File: config.mk
export PLATFORM = sky130hd
export DESIGN_NAME = uart_tx
export DESIGN_NICKNAME = d
export VERILOG_FILES = /design/src/rtl/uart_tx.sv
export SDC_FILE = /design/constraint.sdc
export NUM_CORES = 1
export LEC_CHECK = 0
export CORE_UTILIZATION = 59
export CTS_BUF_LIST = sky130_fd_sc_hd__clkbuf_16
export DETAILED_ROUTE_END_ITERATION = 8
export PLACE_DENSITY = 0.77
export SYNTH_ARGS = -nofsm -noshare
export SYNTH_HDL_FRONTEND = slang
export SYNTH_SLANG_ARGS = --single-unit
export TNS_END_PERCENT = 100
File: constraint.sdc
create_clock -name clk -period 3.6 [get_ports clk]
set_input_delay 0.54 -clock clk [delete_from_list [all_inputs] [get_ports clk]]
set_output_delay 0.54 -clock clk [all_outputs]
set_load 0.005 [all_outputs]
File: src/rtl/uart_tx.sv
// uart_tx: 8N1 UART transmitter with a byte FIFO and a mandatory idle gap after each stop bit
// Ports:
//    clk        - sole clock, rising edge
//    rstn       - asynchronous active-low reset
//    tx_valid   - source presents tx_data
//    tx_data    - byte to send
//    tx_ready   - a byte offered now will be accepted
//    tx         - registered serial line, idle high
//    tx_busy    - FSM is outside IDLE
//    tx_done    - one-cycle pulse at the end of each stop bit
//    fifo_count - bytes currently buffered
module uart_tx #(
   parameter int CLK_FREQ   = 50_000_000,
   parameter int BAUD       = 115200,
   parameter int FIFO_DEPTH = 4,
   parameter int GAP_BITS   = 1
) (
   input  logic                             clk,
   input  logic                             rstn,
   input  logic                             tx_valid,
   input  logic [7:0]                       tx_data,
   output logic                             tx_ready,
   output logic                             tx,
   output logic                             tx_busy,
   output logic                             tx_done,
   output logic [$clog2(FIFO_DEPTH+1)-1:0]  fifo_count
);
   localparam int BAUD_DIV = CLK_FREQ / BAUD;
   localparam int CW = $clog2(GAP_BITS * BAUD_DIV);
   localparam int AW = $clog2(FIFO_DEPTH);
   localparam int NW = $clog2(FIFO_DEPTH + 1);
   localparam logic [CW-1:0] BIT_LOAD = CW'(BAUD_DIV - 1);
   localparam logic [CW-1:0] GAP_LOAD = CW'(GAP_BITS * BAUD_DIV - 1);
   localparam logic [NW-1:0] FULL = NW'(FIFO_DEPTH);

   if (BAUD_DIV < 2) begin : g_bad_div
      $error("uart_tx: BAUD_DIV must be at least 2");
   end
   if (FIFO_DEPTH < 2 || (FIFO_DEPTH & (FIFO_DEPTH - 1)) != 0) begin : g_bad_depth
      $error("uart_tx: FIFO_DEPTH must be a power of 2 and at least 2");
   end
   if (GAP_BITS < 1) begin : g_bad_gap
      $error("uart_tx: GAP_BITS must be at least 1");
   end

   typedef enum logic [2:0] {IDLE, START, DATA, STOP, GAP} state_t;

   state_t         state;
   logic [CW-1:0]  cnt;
   logic [2:0]     bit_idx;
   logic [7:0]     shreg;
   logic [7:0]     mem [FIFO_DEPTH];
   logic [AW-1:0]  wptr;
   logic [AW-1:0]  rptr;
   logic           push;
   logic           pop;

   // A frame starts whenever the FSM may leave IDLE/GAP and a byte is waiting.
   assign pop      = fifo_count != '0 && (state == IDLE || (state == GAP && cnt == '0));
   // The slot freed by a same-cycle pop is offered to the source, so a full FIFO keeps streaming.
   assign tx_ready = fifo_count != FULL || pop;
   assign push     = tx_valid && tx_ready;
   assign tx_busy  = state != IDLE;

   always_ff @(posedge clk) begin
      if (push) mem[wptr] <= tx_data;
   end

   always_ff @(posedge clk or negedge rstn) begin
      if (!rstn) begin
         wptr       <= '0;
         rptr       <= '0;
         fifo_count <= '0;
      end else begin
         wptr       <= push ? wptr + 1'b1 : wptr;
         rptr       <= pop ? rptr + 1'b1 : rptr;
         fifo_count <= fifo_count + NW'(push) - NW'(pop);
      end
   end

   always_ff @(posedge clk or negedge rstn) begin
      if (!rstn) begin
         state   <= IDLE;
         cnt     <= '0;
         bit_idx <= '0;
         shreg   <= '0;
         tx      <= 1'b1;
         tx_done <= 1'b0;
      end else begin
         tx_done <= 1'b0;
         if (state != IDLE && cnt != '0) begin
            cnt <= cnt - 1'b1;
         end else begin
            case (state)
               IDLE, GAP: begin
                  if (pop) begin
                     shreg <= mem[rptr];
                     tx    <= 1'b0;
                     cnt   <= BIT_LOAD;
                     state <= START;
                  end else begin
                     tx    <= 1'b1;
                     state <= IDLE;
                  end
               end
               START: begin
                  tx      <= shreg[0];
                  shreg   <= shreg >> 1;
                  bit_idx <= '0;
                  cnt     <= BIT_LOAD;
                  state   <= DATA;
               end
               DATA: begin
                  cnt <= BIT_LOAD;
                  if (bit_idx == 3'd7) begin
                     tx    <= 1'b1;
                     state <= STOP;
                  end else begin
                     tx      <= shreg[0];
                     shreg   <= shreg >> 1;
                     bit_idx <= bit_idx + 1'b1;
                  end
               end
               STOP: begin
                  tx_done <= 1'b1;
                  cnt     <= GAP_LOAD;
                  state   <= GAP;
               end
               default: begin
                  tx    <= 1'b1;
                  state <= IDLE;
               end
            endcase
         end
      end
   end
endmodule

==> flow_metrics.tcl, run 1 <==
set metrics [dict create \
    outcome "finished, final reports clean" \
    relSlewSlack 0.444 \
    insertedDiodeCount 0 \
    cp-start-kind "flop" \
    crit_fanout 8 \
    maxSlewViolCount 0 \
    final_core_util 0.740 \
    hold_buffers 0 \
    synth_top_family_by_area "multiplexers" \
    finalHoldViolations 0 \
    synth_edf_count 32 \
    antenna_found_initial 0 \
    synthMuxAreaShare 0.118 \
    hp-class "flop to flop" \
    multiInputGateArea_um2 1210 \
    syn_avg_cell_area_um2 13.6 \
    dp_hpwl_um 3610 \
    wirelength_um 5530 \
    finalWorstSetupSlack_ns 0.380 \
    synth_ff_type "edfxtp_1" \
    wire_per_inst_um 17.4 \
    cts_sinks 64 \
    final_cell_mix "edfxtp_1 (32), dfrtp_1 (31), clkdlybuf4s50_1 (17), inv_1 (14), mux2_2 (12)" \
    grt_pass1_vias 1843 \
    synthArstFlopShare 0.500 \
    gp_congestion 0.793 \
    synth_compound_area_frac 0.106 \
    grt_pass1_wl_um 9080 \
    powerDensity_nw_per_um2 587 \
    crit_chain "inv_1 -> ha_1 -> or4b_1 -> o21ai_4 -> a21oi_1 -> nand2b_1 -> ha_1 -> inv_1 -> ha_1 -> fa_1 -> xor2_1 -> xnor2_1" \
    netlist-cell-type-count 54 \
    final.setup.tns_ns 0 \
    fin_crit_sh 0.894 \
    yosys.area_share.xor_xnor 0.0144 \
    grt_overflow_total 0 \
    cts_tree "done" \
    rsz0062_at_grt "no" \
    whs_ns 0.502 \
    grt_max_degree 33 \
    firstDrtPassIters 4 \
    drive_above_1_share 0.171 \
    slowest_delay_ns 0.55 \
    area_growth_syn_to_layout_pct 17.9 \
    cts_buffer_depth 2 \
    skew_ns 0.00695 \
    ios 18 \
    track_usage 0.240 \
    nFillCells 324 \
    ys_seq_elements 64 \
    maxCapViolCount 0 \
    worstReg2RegStart "cnt[0]$_DFFE_PN0P_" \
    vias_per_cell 5.92 \
    layout_commonest_cell "edfxtp_1" \
    clockRootBuffer "clkbuf_16" \
    htree_num_levels 3 \
    cts_resized 0 \
    seq_area_frac_synth 0.580 \
    ant_nets 0 \
    synth_adder_area_share 0.0477 \
    core.rowCount 25 \
    startpoint "cnt[0]$_DFFE_PN0P_" \
    drt_iter0_drc 148 \
    critPathArrivalTime_ns 3.43 \
    fp.coreArea_um2 4850 \
    fmax_mhz 311 \
    tightestPinTransition_ns 0.827 \
    die_area_um2 5450 \
    port-buffer-count 17 \
    clk_pin_slew_ns 0.06 \
    clk_latency_ns 0.33 \
    die_x_um 73.8 \
    start_util 0.627 \
    post_cts_buffers 0 \
    dr_total_vias 1881 \
    p_leak_nw 1.39 \
    crit_type "flop to flop" \
    cts_made_buffers 9 \
    required_ns 3.81 \
    drc 0 \
    die_y_um 73.8 \
    synthSimpleGateAreaFrac 0.111 \
    syn_area_um2 3040 \
    place_ws_ns 0.406 \
    synth_nets 246 \
    seqCellArea_um2 1760 \
    crit_path_frequent_cell "ha_1" \
    nets 269 \
    slowest_stage "or4b_1" \
    ir_drop_uv 480 \
    setup_viol_count_final 0 \
    syn_inst 224 \
    hold_start "shreg[5]$_DFFE_PN0P_" \
    cp-end-kind "flop" \
    fin_crit_ns 3.22 \
    ys.warnings.count 0 \
]
[worst paths after layout]
path	end	slack, ns	cells past startpoint
min	shreg[5]$_DFFE_PN0P_	0.50	1
max in group asynchronous	tx$_DFFE_PN1P_	2.66	2
min reg2reg	shreg[5]$_DFFE_PN0P_	0.50	1
min in group asynchronous	shreg[5]$_DFFE_PN0P_	0.61	2
max reg2reg	fifo_count[2]$_DFF_PN0_	0.38	12
max	fifo_count[2]$_DFF_PN0_	0.38	12
[layer usage]
metal | global-route usage | wire length (µm) | vias up
met1 | 0.335 | 2610 | 930
met2 | 0.353 | 2560 | 44
li1 | - | - | 897
met4 | 0.128 | 95 | 0
met5 | 0 | 0 | -
met3 | 0.0535 | 264 | 10
[flip-flops by register name, indices dropped and copies added, names as in the netlist]
register    cells
fifo_count      3
tx_done         1
shreg           8
rptr            2
cnt             9
bit_idx         3
mem            32
wptr            2
tx              1
state           3
[worst max-delay path, delay by kind of cell (launching register included)]
family | cells | cell delay (ns)
AO/OA/AOI/OAI | 2 | 0.50
XOR/XNOR | 2 | 0.30
flip-flops | 1 | 0.38
adder cells (fa/ha/maj) | 4 | 1.01
AND/OR/NAND/NOR | 2 | 0.74
buffers and inverters | 2 | 0.16
[Yosys cell counts (3+ instances only)]
cell type | number | area, µm²
xnor2_1 | 3 | 26.3
edfxtp_1 | 32 | 961
mux4_2 | 8 | 180
inv_1 | 11 | 41.3
clkbuf_1 | 4 | 15.0
nand2b_1 | 7 | 43.8
nand3_1 | 5 | 25.0
nor3_1 | 6 | 30.0
mux2_1 | 4 | 45.0
dfrtp_1 | 31 | 776
and3b_1 | 4 | 35.0
a21oi_1 | 8 | 40.0
o21ai_0 | 9 | 45.0
mux2_2 | 12 | 135
o31ai_1 | 5 | 37.5
ha_1 | 10 | 125
nor2_1 | 10 | 37.5
nor2b_1 | 3 | 18.8
o21a_1 | 3 | 22.5
nand2_1 | 7 | 26.3
[logic make-up (layout without fill, tap and decap cells)]
logic type	after synthesis	in the layout
adder cells (fa/ha/maj)	11	11
AND/OR/NAND/NOR	58	58
multiplexers	24	24
AO/OA/AOI/OAI	44	44
XOR/XNOR	5	5
buffers and inverters	18	45
flip-flops	64	64
[area by class of cell]
class                           count  share of cell area
Inverter                           11              0.0115
Multi-Input combinational cell    142               0.337
Clock buffer                        9              0.0628
Clock inverter                      6              0.0220
Sequential cell                    64               0.492
Timing Repair Buffer               19              0.0516
Tap cell                           67              0.0234
[power breakdown]
group / switching (mW) / total [mW] / leakage, nW / internal [mW]
clock network: 0.298 / 0.891 / 0.155 / 0.593
logic: 0.142 / 0.280 / 0.555 / 0.138
registers: 0.0499 / 0.932 / 0.682 / 0.882
total: 0.490 / 2.10 / 1.39 / 1.61
[through the flow]
stage / total power [mW] / instance area (µm²) / std cells
after floorplan: 1.10 / 3040 / 224
after global placement: 1.21 / 3280 / 303
after detailed placement: 1.23 / 3280 / 303
after CTS: 2.12 / 3590 / 318
after global routing: 2.18 / 3590 / 318
final: 2.10 / 3590 / 318
Power figures use the tool's default switching activity.
==> inputs of run 2 (changes only) <==
- CTS_BUF_LIST: sky130_fd_sc_hd__clkbuf_16 -> default
==> flow_metrics.tcl, run 2 (same netlist as run 1, synthesis figures left out) <==
set metrics [dict create \
    outcome "finished, final reports clean" \
    fin_crit_ns 3.21 \
    grt_max_degree 33 \
    relSlewSlack 0.456 \
    powerDensity_nw_per_um2 533 \
    wirelength_um 5390 \
    largest_reg_flops 32 \
    fp.coreArea_um2 4850 \
    track_usage 0.236 \
    gp_congestion 0.793 \
    fin_crit_sh 0.891 \
    drt_iter0_drc 150 \
    grt_use_met2 0.354 \
    layout_commonest_cell "edfxtp_1" \
    largest-register "mem" \
    clk_latency_ns 0.34 \
    finalHoldViolations 0 \
    core.rowCount 25 \
    cts_sinks 64 \
    clockRootBuffer "clkbuf_8" \
    cts_resized 0 \
    nets 269 \
    dp_hpwl_um 3610 \
    met1_usage 0.326 \
    hold_buffers 0 \
    met3_usage 0.0700 \
    finalWorstSetupSlack_ns 0.394 \
    final_cell_mix "edfxtp_1 (32), dfrtp_1 (31), clkdlybuf4s50_1 (17), mux2_2 (12), inv_1 (11)" \
    tightestPinTransition_ns 0.815 \
    ant_nets 0 \
    start_util 0.627 \
    grt_pass1_vias 1833 \
    required_ns 3.83 \
    switching_share 0.243 \
    maxCapViolCount 0 \
    grt_pass1_wl_um 9010 \
    busiest_layer "met2" \
    wire_per_inst_um 17.0 \
    rsz0062_at_grt "no" \
    rr_worst_depth 12 \
    port-buffer-count 17 \
    cp-end-kind "flop" \
    sequentialPowerShare 0.500 \
    worstHoldPathCells 1 \
    cp-start-kind "flop" \
    critPathArrivalTime_ns 3.43 \
    p_int_mw 1.41 \
    clkPwrFrac 0.349 \
    placed_area_um2 3280 \
    firstDrtPassIters 4 \
    setup_viol_count_final 0 \
    grt_overflow_total 0 \
    fin_area_um2 3480 \
    die_x_um 73.8 \
    hp-class "flop to flop" \
    dr_total_vias 1850 \
    crit_type "flop to flop" \
    die_area_um2 5450 \
    area_growth_syn_to_layout_pct 14.6 \
    drive_above_1_share 0.171 \
    maxSlewViolCount 0 \
    skew_ns 0.00644 \
    power_switching_mw 0.451 \
    insertedDiodeCount 0 \
    vias_per_cell 5.82 \
    top_regs "mem (32), cnt (9), shreg (8)" \
    ios 18 \
    clk_pin_slew_ns 0.07 \
    cts_made_buffers 9 \
    antenna_found_initial 0 \
    die_y_um 73.8 \
    place_ws_ns 0.406 \
    fmax_mhz 312 \
    final.setup.tns_ns 0 \
    nFillCells 342 \
    cts_tree "done" \
    p_leak_nw 1.33 \
    post_cts_buffers 0 \
    crit_fanout 8 \
    cts_buffer_depth 2 \
    p_comb_frac 0.151 \
    ir_drop_uv 434 \
    htree_num_levels 3 \
    drc 0 \
]
[run 2: area by class of cell]
cell class                      count  area (µm²)  share of cell area
Clock inverter                      3        67.6              0.0194
Tap cell                           67        83.8              0.0241
Sequential cell                    64        1760               0.506
Inverter                           11        41.3              0.0118
Timing Repair Buffer               19         185              0.0531
Clock buffer                       12         135              0.0388
Multi-Input combinational cell    142        1210               0.347
[run 2: per-layer routing]
| layer | vias to the layer above | part of all wire |
|---|---|---|
| li1 | 891 | - |
| met1 | 913 | 0.48 |
| met2 | 37 | 0.47 |
| met3 | 9 | 0.038 |
| met4 | 0 | 0.017 |
| met5 | - | 0 |
[run 2: metrics by stage]
step	std cells	util	total power, mW	hold slack, ns
finish	318	0.719	1.86	0.504
global route	318	0.719	1.94	0.525
CTS	318	0.719	1.88	0.502
detailed placement	303	0.677	1.23	0.483
global placement	303	0.677	1.21	0.468
floorplan	224	-	1.10	0.244
[run 2: power groups by stage]
stage	Sequential, mW	Combinational [mW]	Clock (mW)
after floorplan	0.931	0.170	0
after global placement	0.939	0.272	0
after CTS	0.930	0.287	0.659
after global routing	0.939	0.315	0.690
final	0.928	0.280	0.648
after detailed placement	0.945	0.282	0
[run 2: critical path, cell delays in order, from the launching register on]
cell and delay, ns:
dfrtp_1 0.39, inv_1 0.12, ha_1 0.18, or4b_1 0.55, o21ai_4 0.29, a21oi_1 0.21
nand2b_1 0.19, ha_1 0.28, inv_1 0.04, ha_1 0.18, fa_1 0.37, xor2_1 0.18
xnor2_1 0.12
[run 2: worst paths after layout]
path | slack, ns | startpoint | end
min reg2reg | 0.50 | shreg[5]$_DFFE_PN0P_ | shreg[5]$_DFFE_PN0P_
max | 0.39 | cnt[0]$_DFFE_PN0P_ | fifo_count[2]$_DFF_PN0_
min | 0.50 | shreg[5]$_DFFE_PN0P_ | shreg[5]$_DFFE_PN0P_
max reg2reg | 0.39 | cnt[0]$_DFFE_PN0P_ | fifo_count[2]$_DFF_PN0_
min in group asynchronous | 0.61 | rstn | shreg[5]$_DFFE_PN0P_
max in group asynchronous | 2.66 | rstn | tx$_DFFE_PN1P_
==> inputs of run 3 (changes only) <==
--- a/config.mk
+++ b/config.mk
@@ -6,7 +6,8 @@
 export NUM_CORES = 1
 export LEC_CHECK = 0
-export CORE_UTILIZATION = 59
+export CORE_UTILIZATION = 40
 export DETAILED_ROUTE_END_ITERATION = 8
-export PLACE_DENSITY = 0.77
+export PLACE_DENSITY = 0.55
+export SETUP_SLACK_MARGIN = 0.1
 export SYNTH_ARGS = -nofsm -noshare
 export SYNTH_HDL_FRONTEND = slang
==> constraint.sdc (replaced) <==
create_clock -name clk -period 3.6 [get_ports clk]
set_input_delay 0.54 -clock clk [delete_from_list [all_inputs] [get_ports clk]]
set_output_delay 0.54 -clock clk [all_outputs]
set_load 0.1 [all_outputs]
==> flow_metrics.tcl, run 3 (same netlist as run 1, synthesis figures left out) <==
set metrics [dict create \
    clk_latency_ns 0.34 \
    clockRootBuffer "clkbuf_8" \
    setup_viol_count_final 0 \
    track_usage 0.163 \
    fp.coreArea_um2 7290 \
    dr_total_vias 1853 \
    drt_iter0_drc 119 \
    drc 0 \
    dp_hpwl_um 3780 \
    rsz0062_at_grt "no" \
    relSlewSlack 0.355 \
    nFillCells 697 \
    hp-class "flop to flop" \
    fin_area_um2 3520 \
    multiInputGateArea_um2 1210 \
    hold_buffers 0 \
    top_regs "mem (32), cnt (9), shreg (8)" \
    critPathArrivalTime_ns 3.51 \
    port-buffer-count 17 \
    fmax_mhz 304 \
    cts_buffer_depth 2 \
    cts_tree "done" \
    insertedDiodeCount 0 \
    largest_reg_flops 32 \
    largest-register "mem" \
    antenna_found_initial 0 \
    final.setup.tns_ns 0 \
    grt_pass1_vias 1787 \
    seqCellArea_um2 1760 \
    nets 269 \
    maxCapViolCount 0 \
    grt_pass1_wl_um 9220 \
    p_leak_nw 1.33 \
    powerDensity_nw_per_um2 568 \
    final_cell_mix "edfxtp_1 (32), dfrtp_1 (31), clkdlybuf4s50_1 (15), mux2_2 (12), inv_1 (11)" \
    tightestPinTransition_ns 0.964 \
    start_util 0.417 \
    placed_area_um2 3320 \
    area_growth_syn_to_layout_pct 15.8 \
    die_area_um2 7960 \
    outcome "finished, final reports clean" \
    ant_nets 0 \
    grt_max_degree 33 \
    skew_ns 0.00794 \
    die_x_um 89.2 \
    drive_above_1_share 0.194 \
    wire_per_inst_um 16.2 \
    wirelength_um 5670 \
    cp-start-kind "flop" \
    gp_congestion 0.780 \
    htree_num_levels 3 \
    fin_crit_ns 3.29 \
    clk_pin_slew_ns 0.08 \
    grt_overflow_total 0 \
    ir_drop_uv 463 \
    firstDrtPassIters 4 \
    vias_per_cell 5.28 \
    cts_sinks 64 \
    crit_fanout 8 \
    ios 18 \
    crit_type "flop to flop" \
    required_ns 3.83 \
    cts_made_buffers 9 \
    post_cts_buffers 0 \
    cts_resized 0 \
    fin_crit_sh 0.913 \
    finalHoldViolations 0 \
    fin_total_pwr_mw 2.00 \
    maxSlewViolCount 0 \
    cp-end-kind "flop" \
    die_y_um 89.2 \
    core.rowCount 31 \
    layout_commonest_cell "edfxtp_1" \
]
==> run 3: final timing paths <==
kind | cells after the start | end | slack, ns | startpoint
worst max-delay path | 12 | fifo_count[2]$_DFF_PN0_ | 0.31 | cnt[0]$_DFFE_PN0P_
worst min-delay path | 1 | shreg[2]$_DFFE_PN0P_ | 0.49 | shreg[2]$_DFFE_PN0P_
worst max register to register | 12 | fifo_count[2]$_DFF_PN0_ | 0.31 | cnt[0]$_DFFE_PN0P_
worst min register to register | 1 | shreg[2]$_DFFE_PN0P_ | 0.49 | shreg[2]$_DFFE_PN0P_
max in group asynchronous | 2 | tx$_DFFE_PN1P_ | 2.65 | rstn
min in group asynchronous | 2 | shreg[2]$_DFFE_PN0P_ | 0.61 | rstn
==> run 3: layout make-up <==
cell class | instances | area share
well taps | 99 | 0.0352
repair buffers | 19 | 0.0512
clock buffers | 9 | 0.0352
clock inverters | 7 | 0.0227
inverters | 11 | 0.0117
flip-flops and latches | 64 | 0.501
multi-input cells | 142 | 0.343
==> run 3: worst max-delay path: stages, from the launching register on <==
cell      delay (ns)
dfrtp_1         0.41
inv_1           0.12
ha_1            0.18
or4b_1          0.56
o21ai_4         0.30
a21oi_1         0.23
nand2b_1        0.20
ha_1            0.28
inv_1           0.04
ha_1            0.18
fa_1            0.38
xor2_1          0.18
xnor2_1         0.13
==> run 3: per-stage QoR <==
stage               worst slack [ns]  hold slack, ns  cells   util
floorplan                      0.537           0.244    224      -
global placement               0.441           0.469    335  0.455
detailed placement             0.330           0.479    335  0.455
CTS                            0.308           0.496    351  0.483
global route                   0.102           0.525    351  0.483
finish                         0.313           0.492    351  0.483
==> run 3: per-layer routing <==
layer | up-vias | wire, µm | GRT usage
met2 | 31 | 2610 | 0.240
met4 | 0 | 105 | 0.0779
met3 | 8 | 193 | 0.0388
li1 | 890 | - | -
met1 | 924 | 2760 | 0.228
met5 | - | 0 | 0
==> run 3: report_power, final <==
group / internal, mW / total [mW] / leakage [nW] / switching (mW)
Combinational: 0.135 / 0.439 / 0.555 / 0.304
Sequential: 0.879 / 0.925 / 0.682 / 0.0464
Clock: 0.327 / 0.637 / 0.0964 / 0.310
Total: 1.34 / 2.00 / 1.33 / 0.660
